### config.mk
export PLATFORM = sky130hd
export DESIGN_NAME = exec_ctrl
export DESIGN_NICKNAME = d
export VERILOG_FILES = /design/src/rtl/exec_ctrl_pkg.sv /design/src/rtl/exec_decode.sv /design/src/rtl/exec_ctrl.sv
export SDC_FILE = /design/constraint.sdc
export NUM_CORES = 1
export LEC_CHECK = 0
export BUFFER_PORTS_ARGS = -buffer_cell sky130_fd_sc_hd__buf_4
export CAP_MARGIN = 20
export CORE_ASPECT_RATIO = 0.8
export CORE_MARGIN = 2
export CORE_UTILIZATION = 48
export DETAILED_ROUTE_END_ITERATION = 10
export HOLD_SLACK_MARGIN = 0.08
export PLACE_DENSITY = 0.79
export SLEW_MARGIN = 20
export SYNTH_ARGS = -nofsm -noshare
export SYNTH_HDL_FRONTEND = slang
export SYNTH_HIERARCHICAL = 1
export SYNTH_SLANG_ARGS = --single-unit
### constraint.sdc
create_clock -name clk -period 2.2 [get_ports clk]
set_clock_uncertainty 0.2 [all_clocks]
set_input_delay 0.44 -clock clk [delete_from_list [all_inputs] [get_ports clk]]
set_output_delay 0.44 -clock clk [all_outputs]
set_load 0.1 [all_outputs]
### src/rtl/exec_ctrl_pkg.sv
// Shared types and encodings for the execute-stage sequencer, its decoder and the ALU.
package exec_ctrl_pkg;

  typedef enum logic [1:0] {
    S_IDLE      = 2'b00,
    S_DECODE    = 2'b01,
    S_EXECUTE   = 2'b10,
    S_WRITEBACK = 2'b11
  } state_t;

  localparam logic [2:0] ALU_ADD = 3'b000;
  localparam logic [2:0] ALU_SUB = 3'b001;
  localparam logic [2:0] ALU_AND = 3'b010;
  localparam logic [2:0] ALU_OR  = 3'b011;
  localparam logic [2:0] ALU_SLT = 3'b101;

  localparam logic [6:0] OP_R = 7'b0110011;
  localparam logic [6:0] OP_I = 7'b0010011;
  localparam logic [6:0] OP_B = 7'b1100011;

  localparam logic [1:0] IMM_I = 2'b00;
  localparam logic [1:0] IMM_B = 2'b01;

endpackage

### src/rtl/exec_decode.sv
// Combinational instruction classifier: opcode/funct3/funct7[5] to datapath controls.
module exec_decode
  import exec_ctrl_pkg::*;
(
  input  logic [6:0] opcode,
  input  logic [2:0] funct3,
  input  logic       funct7b5,
  output logic [2:0] aluctrl,
  output logic       alusrc,
  output logic [1:0] immsrc,
  output logic       is_branch,
  output logic       is_illegal
);

  always_comb begin
    aluctrl    = ALU_ADD;
    alusrc     = 1'b0;
    immsrc     = IMM_I;
    is_branch  = 1'b0;
    is_illegal = 1'b0;
    case (opcode)
      OP_R, OP_I: begin
        alusrc = (opcode == OP_I);
        case (funct3)
          3'b000:  aluctrl = (opcode == OP_R && funct7b5) ? ALU_SUB : ALU_ADD;
          3'b111:  aluctrl = ALU_AND;
          3'b110:  aluctrl = ALU_OR;
          3'b010:  aluctrl = ALU_SLT;
          default: is_illegal = 1'b1;
        endcase
      end
      OP_B: begin
        // Only BEQ/BNE are resolvable from the EQ flag alone
        aluctrl = ALU_SUB;
        immsrc  = IMM_B;
        if (funct3 == 3'b000 || funct3 == 3'b001) is_branch  = 1'b1;
        else                                      is_illegal = 1'b1;
      end
      default: is_illegal = 1'b1;
    endcase
  end

endmodule

### src/rtl/exec_ctrl.sv
// Multi-cycle execute sequencer: IDLE -> DECODE -> EXECUTE -> WRITEBACK.
// Define EXEC_CTRL_PERF_EN to add retired/taken/illegal event counters.
module exec_ctrl
  import exec_ctrl_pkg::*;
#(
  parameter int DATA_WIDTH = 32
) (
  input  logic                  clk,
  input  logic                  rst,
  input  logic [DATA_WIDTH-1:0] instr,
  input  logic                  instr_valid,
  output logic                  instr_ready,
  input  logic                  EQ,
  output logic [2:0]            ALUctrl,
  output logic                  ALUSrc,
  output logic [1:0]            ImmSrc,
  output logic                  WE3,
  output logic                  PCSrc,
  output logic                  done,
  output logic                  illegal,
  output logic [DATA_WIDTH-1:0] instr_q
`ifdef EXEC_CTRL_PERF_EN
  ,
  output logic [DATA_WIDTH-1:0] retired_cnt,
  output logic [DATA_WIDTH-1:0] taken_cnt,
  output logic [DATA_WIDTH-1:0] illegal_cnt
`endif
);

  state_t     state, state_n;
  logic [2:0] dec_aluctrl;
  logic       dec_alusrc;
  logic [1:0] dec_immsrc;
  logic       dec_branch;
  logic       dec_illegal;

  exec_decode u_decode (
    .opcode     (instr_q[6:0]),
    .funct3     (instr_q[14:12]),
    .funct7b5   (instr_q[30]),
    .aluctrl    (dec_aluctrl),
    .alusrc     (dec_alusrc),
    .immsrc     (dec_immsrc),
    .is_branch  (dec_branch),
    .is_illegal (dec_illegal)
  );

  always_ff @(posedge clk) begin
    if (rst) state <= S_IDLE;
    else     state <= state_n;
  end

  always_comb begin
    state_n = state;
    case (state)
      S_IDLE:      if (instr_valid) state_n = S_DECODE;
      S_DECODE:    state_n = dec_illegal ? S_IDLE : S_EXECUTE;
      S_EXECUTE:   state_n = dec_branch ? S_IDLE : S_WRITEBACK;
      S_WRITEBACK: state_n = S_IDLE;
      default:     state_n = S_IDLE;
    endcase
  end

  // Pulses are masked by rst so an abandoned instruction never writes or retires
  always_comb begin
    instr_ready = (state == S_IDLE);
    illegal     = !rst && (state == S_DECODE) && dec_illegal;
    PCSrc       = !rst && (state == S_EXECUTE) && dec_branch && (instr_q[12] ? !EQ : EQ);
    done        = !rst && (((state == S_EXECUTE) && dec_branch) || (state == S_WRITEBACK));
    WE3         = !rst && (state == S_WRITEBACK) && (instr_q[11:7] != 5'd0);
  end

  always_ff @(posedge clk) begin
    if (rst) begin
      instr_q <= '0;
      ALUctrl <= ALU_ADD;
      ALUSrc  <= 1'b0;
      ImmSrc  <= IMM_I;
    end else begin
      if (state == S_IDLE && instr_valid) instr_q <= instr;
      if (state == S_DECODE && !dec_illegal) begin
        ALUctrl <= dec_aluctrl;
        ALUSrc  <= dec_alusrc;
        ImmSrc  <= dec_immsrc;
      end
    end
  end

`ifdef EXEC_CTRL_PERF_EN
  always_ff @(posedge clk) begin
    if (rst) begin
      retired_cnt <= '0;
      taken_cnt   <= '0;
      illegal_cnt <= '0;
    end else begin
      retired_cnt <= retired_cnt + {{(DATA_WIDTH-1){1'b0}}, done};
      taken_cnt   <= taken_cnt   + {{(DATA_WIDTH-1){1'b0}}, PCSrc};
      illegal_cnt <= illegal_cnt + {{(DATA_WIDTH-1){1'b0}}, illegal};
    end
  end
`endif

endmodule

==> key figures, run 1 <==
Yosys
  • Post-Syn Area: 2030 um^2
  • Syn Nets: 240
  • Area contributors post-synth: dfxtp_1 (39%), nand2b_1 (25%), mux2i_1 (19%)
  • Post-synth ARST share: 0%
  • Most frequent cells after synthesis: nand2b_1 (80), dfxtp_1 (40), mux2i_1 (38), clkbuf_1 (8), nor2_1 (6)
  • Total number of yosys warnings: 6
  • Most numerous cell in the Yosys netlist: nand2b_1
  • Cell variety after synth: 26
  • Top_reg_cell synth: dfxtp_1
  • Post-synth EDFFs: 0
  • Syn avg cell area: 9.97 um^2
  • Synth Register Bits: 40
  • Post-synthesis sequential area ratio: 39.4%
  • Yosys top cell by area: dfxtp_1
  • Synth top area share: 39.4%
  • Post-synthesis cell count: 204

Floorplanning
  • Die H: 62.2 um
  • I/O pin cnt: 79
  • Die W: 76.8 um
  • Die area: 4780 um^2
  • # rows: 21
  • Total core area: 4130 um^2
  • Initial Util: 49.3%

Timing
  • FMAX: 405 MHz
  • Final setup violation count: 3
  • Unrepaired setup endpoints after global routing: yes
  • PnR worst setup slack: -0.267 ns
  • Slew Limit Fails: 0
  • Tmin final: 2.47 ns
  • Period utilisation layout: 112%
  • WHS: 0.201 ns
  • Fin. Hold Viols: 0

Place
  • HPWL Detailed: 2.92 mm
  • Placed cells: 333
  • Final Wtd Congestion: 0.709
  • Dpl cell area: 2780 um^2
  • Port Buffers: 78

Setup path
  • Reg2Reg Depth: 6
  • CP max FO: 3
  • Kind of cell adding the most delay to the critical path: simple AND/OR/NAND/NOR gates
  • Critical Path Max Stage Delay: 0.40 ns
  • Worst Setup SP: instr_q[2]
  • R2R setup slack: 0.12 ns
  • CP cell instances: nand4bb_4 -> or3b_4 -> o21ba_2 -> nor4b_4 -> buf_6
  • Crit path buffers/inverters: 1
  • Crit path max-delay cell type: or3b_4
  • Crit Reg-Reg Startpoint: instr_q[2]
  • Critical Path RT: 1.56 ns
  • Critical path arrival: 1.83 ns
  • WS Path Type: register to output pin
  • Crit. End Element: output pin
  • Worst setup path end: illegal
  • FF-to-FF End: ALUctrl[2]
  • Critical path depth: 5
  • Crit start category: register

Drt
  • Total Routed Length: 4.16 mm
  • First drt pass iteration count: 4
  • Residual DRC: 0
  • Post-route ant nets: 0
  • Vias per cell: 4.74
  • WL per Instance: 12.1 um
  • Vias: 1630
  • Initial DRC Count: 69

Global route
  • Remaining Overflow, GRT: 0
  • Global-route wire length before repair: 7.11 mm
  • Largest net degree at the start of global routing: 65
  • Vias in the first global route: 1599
  • Initial antenna violation count: 0
  • GRT Total Usage: 18.5%

Final layout
  • Post-Layout Cell Count: 344
  • Ant. Diodes: 0
  • Syn-to-layout area delta: 44.8%
  • Nets: 322
  • Finished Cell Area: 2950 um^2
  • Layout cells sized above 1: 43.9%

Clock tree
  • Clk root buf: clkbuf_8
  • Total CTS buffers: 5
  • CTS tree: done
  • Clock Path Buffers: 2
  • CTS clock-pin slew for the worst setup and hold paths: 0.07 ns
  • CTS H-tree depth: 2
  • Clk_lat worst skew: 0.29 ns
  • Sink Count: 40

Run status
  • Failing checks: setup timing
  • Outcome: finished with violations

Pwr
  • Pwr Density: 665 nW/um^2
  • Pleak: 0.00126 uW
  • VDD IR max: 0.506 mV

Min path
  • Worst hold path type: input pin to register

Job
  • Max-cap check violation count: 0
## final cells by class
| cell class | instances | area, um^2 |
|---|---|---|
| inverters | 3 | 11.3 |
| multi-input cells | 146 | 1180 |
| fillers | 343 | 1180 |
| well taps | 57 | 71.3 |
| clock buffers | 8 | 121 |
| repair buffers | 90 | 708 |
| flip-flops and latches | 40 | 855 |
## cell usage in the layout (no fill, tap or decap)
| cell type | Yosys | routed |
|---|---|---|
| a211oi_1 | 2 | 1 |
| a211oi_4 | 0 | 1 |
| a31oi_1 | 2 | 2 |
| buf_12 | 3 | 2 |
| buf_4 | 1 | 86 |
| buf_6 | 2 | 2 |
| clkbuf_16 | 0 | 1 |
| clkbuf_8 | 0 | 7 |
| conb_1 | 1 | 1 |
| dfxtp_1 | 40 | 25 |
| dfxtp_2 | 0 | 1 |
| dfxtp_4 | 0 | 14 |
| inv_1 | 3 | 3 |
| mux2i_1 | 38 | 38 |
| nand2b_1 | 80 | 79 |
| nand2b_4 | 0 | 1 |
| nand3b_1 | 1 | 1 |
| nand4bb_4 | 1 | 1 |
| nor2_1 | 6 | 3 |
| nor2_2 | 0 | 2 |
| nor2_4 | 0 | 1 |
| nor3_1 | 3 | 2 |
| nor3_2 | 0 | 1 |
| nor3b_1 | 2 | 2 |
| nor3b_4 | 0 | 1 |
| nor4_1 | 2 | 1 |
| nor4_4 | 0 | 1 |
| nor4b_4 | 0 | 2 |
| o21ba_1 | 1 | 1 |
| o21ba_2 | 1 | 1 |
| o32ai_1 | 1 | 1 |
| or3b_4 | 1 | 1 |
| xnor2_1 | 1 | 1 |
## sequential cells by signal (all words and copies together), names as in the netlist
signal and flops:
instr_q 32, ALUctrl 3, ImmSrc 2, state 2
ALUSrc 1
## tightest hold or removal path: stages
cell	delay [ns]
buf_4	0.11
nand2b_1	0.05
mux2i_1	0.06
## cell families after synthesis
logic type | synth area share, %
simple gates | 31.9
flops | 39.4
mux | 18.7
buf+inv | 6.70
compound gates | 2.77
xor+xnor | 0.431
other cells | 0.184
## how the worst min path moves through the flow
stage,from,endpoint,slack (ns),depth (start not counted)
2_1_floorplan,state[0],state[0],0.33,2
3_3_place_gp,instr_q[20],instr_q[20],0.26,2
3_5_place_dp,instr_q[20],instr_q[20],0.26,2
4_1_cts,instr[1],instr_q[1],0.19,3
5_1_grt,instr[3],instr_q[3],0.21,3
6_report,instr[3],instr_q[3],0.20,3
## per-layer routing
layer	track usage (%)	share of wire [%]	up-vias
li1	-	-	826
met1	22.1	44	742
met2	30.6	46	54
met3	6.54	8.3	8
met4	6.82	1.4	0
met5	0	0	-
## timing repair
| item | CTS | global route |
|---|---|---|
| setup buffers | 1 | 2 |
| gates resized for setup | 6 | 0 |
| setup endpoints to repair | 3 | 3 |
| hold buffers | 0 | 0 |
| pin swaps | 1 | 1 |
## per-stage QoR
| stage | power (uW) | TNS, ns | util (%) | setup WS [ns] |
|---|---|---|---|---|
| final | 1960 | -0.603 | 71.4 | -0.267 |
| after global placement | 1370 | 0 | 67.4 | 0.00283 |
| after global routing | 2040 | -0.800 | 71.4 | -0.310 |
| after CTS | 1980 | -0.600 | 71.1 | -0.284 |
| after floorplan | 1250 | -1.14 | - | -0.564 |
| after detailed placement | 1370 | -0.0155 | 67.4 | -0.0155 |
## power breakdown
part	leakage (uW)	internal [uW]	switching, uW
clock network	0.0000627	354	250
registers	0.000338	759	34.2
logic	0.000861	175	386
total	0.00126	1290	670
Note: power is estimated with default switching activity, not from simulation.
==> inputs of run 2 (changes only) <==
Settings changed: HOLD_SLACK_MARGIN 0.08 to 0.15, MAX_ROUTING_LAYER from default to met4, SKIP_CTS_REPAIR_TIMING from default to 1.
==> run 2 against run 1 <==
The run still ends with setup timing left. Register-to-register slack got worse by 0.09 ns. Sequential share of layout area shrank 0.086 points. First-iteration DRC count down 14%. Total power grew 0.11%. Combinational power barely moved. Clock power about the same. Sequential cell count stayed put. Via count is 0.49% lower. Maximum frequency decreased by 0.81%. Final cell count did not move. Critical path depth unchanged. Global-route usage down 0.11 points. Critical path type unchanged. Largest cell class unchanged. Highest routed layer unchanged.
==> key figures, run 2 (synthesis results as in run 1) <==
Drt
  • M1 WL: 1.83 mm (+0.11%)
  • WL per Instance: 12.1 um (about the same)
  • Vias per cell: 4.72 (-0.49%)
  • Total Routed Length: 4.17 mm (about the same)
  • Highest metal used: met4
  • Initial DRC Count: 59 (-14%)
  • Routed wire length on met3: 354 um (+2.6%)
  • Metal2 WL: 1.91 mm (-0.83%)
  • Residual DRC: 0 (unchanged)
  • Post-route ant nets: 0 (unchanged)
  • Vias: 1622 (-0.49%)
  • First drt pass iteration count: 4 (unchanged)

Floorplanning
  • Die area: 4780 um^2 (unchanged)
  • Die H: 62.2 um (unchanged)
  • Initial Util: 49.3% (unchanged)
  • Total core area: 4130 um^2 (unchanged)
  • # rows: 21 (unchanged)
  • Die W: 76.8 um (unchanged)
  • I/O pin cnt: 79 (unchanged)

Setup path
  • WS Path Type: register to output pin
  • Critical path arrival: 1.85 ns (+0.02 ns)
  • Reg2Reg Depth: 7 (+1)
  • Crit Reg-Reg Startpoint: instr_q[3]
  • Crit start category: register
  • Crit. End Element: output pin
  • FF-to-FF End: ALUctrl[2]
  • CP max FO: 4 (+1)
  • R2R setup slack: 0.03 ns (-0.09 ns)
  • Critical Path RT: 1.56 ns (about the same)

Final layout
  • Syn-to-layout area delta: 45.3%
  • Nets: 322 (unchanged)
  • Largest register FFs: 32 (unchanged)
  • Commonest non-fill, non-tap cell in the layout: buf_4
  • Ant. Diodes: 0 (unchanged)
  • Most frequent cells in the layout: buf_4 (86), nand2b_1 (79), mux2i_1 (38)
  • Layout cells sized above 1: 43.9% (unchanged)
  • Top Registers: instr_q (32), ALUctrl (3)
  • Filler Cell Count: 339 (-1.2%)
  • Most flop-heavy register: instr_q

Timing
  • WHS: 0.201 ns (+0.000282 ns)
  • Slew Limit Fails: 0 (unchanged)
  • Tmin final: 2.49 ns (+0.0202 ns)
  • Period utilisation layout: 113% (+0.92 points)
  • Unrepaired setup endpoints after global routing: yes
  • PnR worst setup slack: -0.287 ns (-0.0202 ns)
  • TNS Setup: -0.619 ns (-0.0161 ns)
  • Final setup violation count: 3 (unchanged)
  • FMAX: 402 MHz (-0.81%)
  • Fin. Hold Viols: 0 (unchanged)

Place
  • HPWL Detailed: 2.92 mm (unchanged)
  • Final Wtd Congestion: 0.717 (+1.1%)
  • Setup WS pre-CTS: -0.0155 ns (unchanged)
  • Port Buffers: 78 (unchanged)

Min path
  • Hold Startpoint: instr[3]
  • Worst hold endpoint: instr_q[3]
  • Worst hold path type: input pin to register
  • Hold path depth: 3 (unchanged)

Clock tree
  • Clk_lat worst skew: 0.29 ns (about the same)
  • Total CTS buffers: 5 (unchanged)
  • Clk root buf: clkbuf_8
  • Sink Count: 40 (unchanged)
  • Clock Path Buffers: 2 (unchanged)
  • CTS tree: done
  • CTS clock-pin slew for the worst setup and hold paths: 0.07 ns (about the same)
  • CTS H-tree depth: 2 (unchanged)

Global route
  • Vias in the first global route: 1560 (-2.4%)
  • Initial antenna violation count: 0 (unchanged)
  • Global-route wire length before repair: 6.89 mm (-3.0%)
  • GRT Total Usage: 18.4% (-0.11 points)
  • Largest net degree at the start of global routing: 65 (unchanged)
  • Remaining Overflow, GRT: 0 (unchanged)

Pwr
  • Pleak: 0.00127 uW (+0.39%)
  • Pwr Density: 663 nW/um^2 (-0.19%)
  • Tot Pwr: 1960 uW (+0.11%)
  • VDD IR max: 0.507 mV (+0.16%)

Run status
  • Failing checks: setup timing
  • Outcome: finished with violations

Job
  • Max-cap check violation count: 0 (unchanged)
==> run 2: cell count changes in the layout (fill, tap and decap cells not counted) <==
| cell | change |
|---|---|
| nor3b_1 | -1 |
| o21ba_2 | -1 |
| nor2_2 | -1 |
| nor2_1 | +1 |
| nor3b_2 | +1 |
| o21ba_4 | +1 |
==> run 2: per-layer routing <==
metal  GRT usage [%]  vias up
met5               -        -
met2            29.2       57
met4            6.82        0
met3            5.81        8
met1            21.9      730
li1                -      827
==> run 2: power breakdown <==
| part | internal (uW) | switching, uW | leakage, uW |
|---|---|---|---|
| registers | 759 | 34.1 | 0.000338 |
| clock network | 354 | 250 | 0.0000627 |
| logic | 176 | 388 | 0.000866 |
==> run 2: area by class of cell <==
type / count / area (um^2) / area share, %
clock buffers: 8 / 121 / 4.11
inverters: 3 / 11.3 / 0.381
repair buffers: 90 / 708 / 24.0
flip-flops and latches: 40 / 855 / 28.9
well taps: 57 / 71.3 / 2.41
multi-input cells: 146 / 1190 / 40.2
==> run 2: critical path, stage by stage (launching register included) <==
cell,delay (ns)
dfxtp_4,0.35
nand3b_1,0.26
a31oi_1,0.30
o21ba_4,0.18
nor4b_4,0.20
buf_6,0.26
==> run 2: per-stage QoR <==
step,cell area (um^2),std cells,utilization [%]
5_1_grt,2960,344,71.6
3_5_place_dp,2780,333,67.4
2_1_floorplan,2170,204,-
4_1_cts,2900,341,70.3
6_report,2960,344,71.6
3_3_place_gp,2780,333,67.4
==> run 2: worst max path at each step <==
stage	start	end	slack (ns)	cells after the start
2_1_floorplan	instr_q[4]	illegal	-0.56	4
3_3_place_gp	instr_q[2]	illegal	0.003	5
3_5_place_dp	instr_q[2]	illegal	-0.02	5
4_1_cts	instr_q[2]	illegal	-0.34	5
5_1_grt	instr_q[4]	illegal	-0.34	5
6_report	instr_q[4]	illegal	-0.29	5
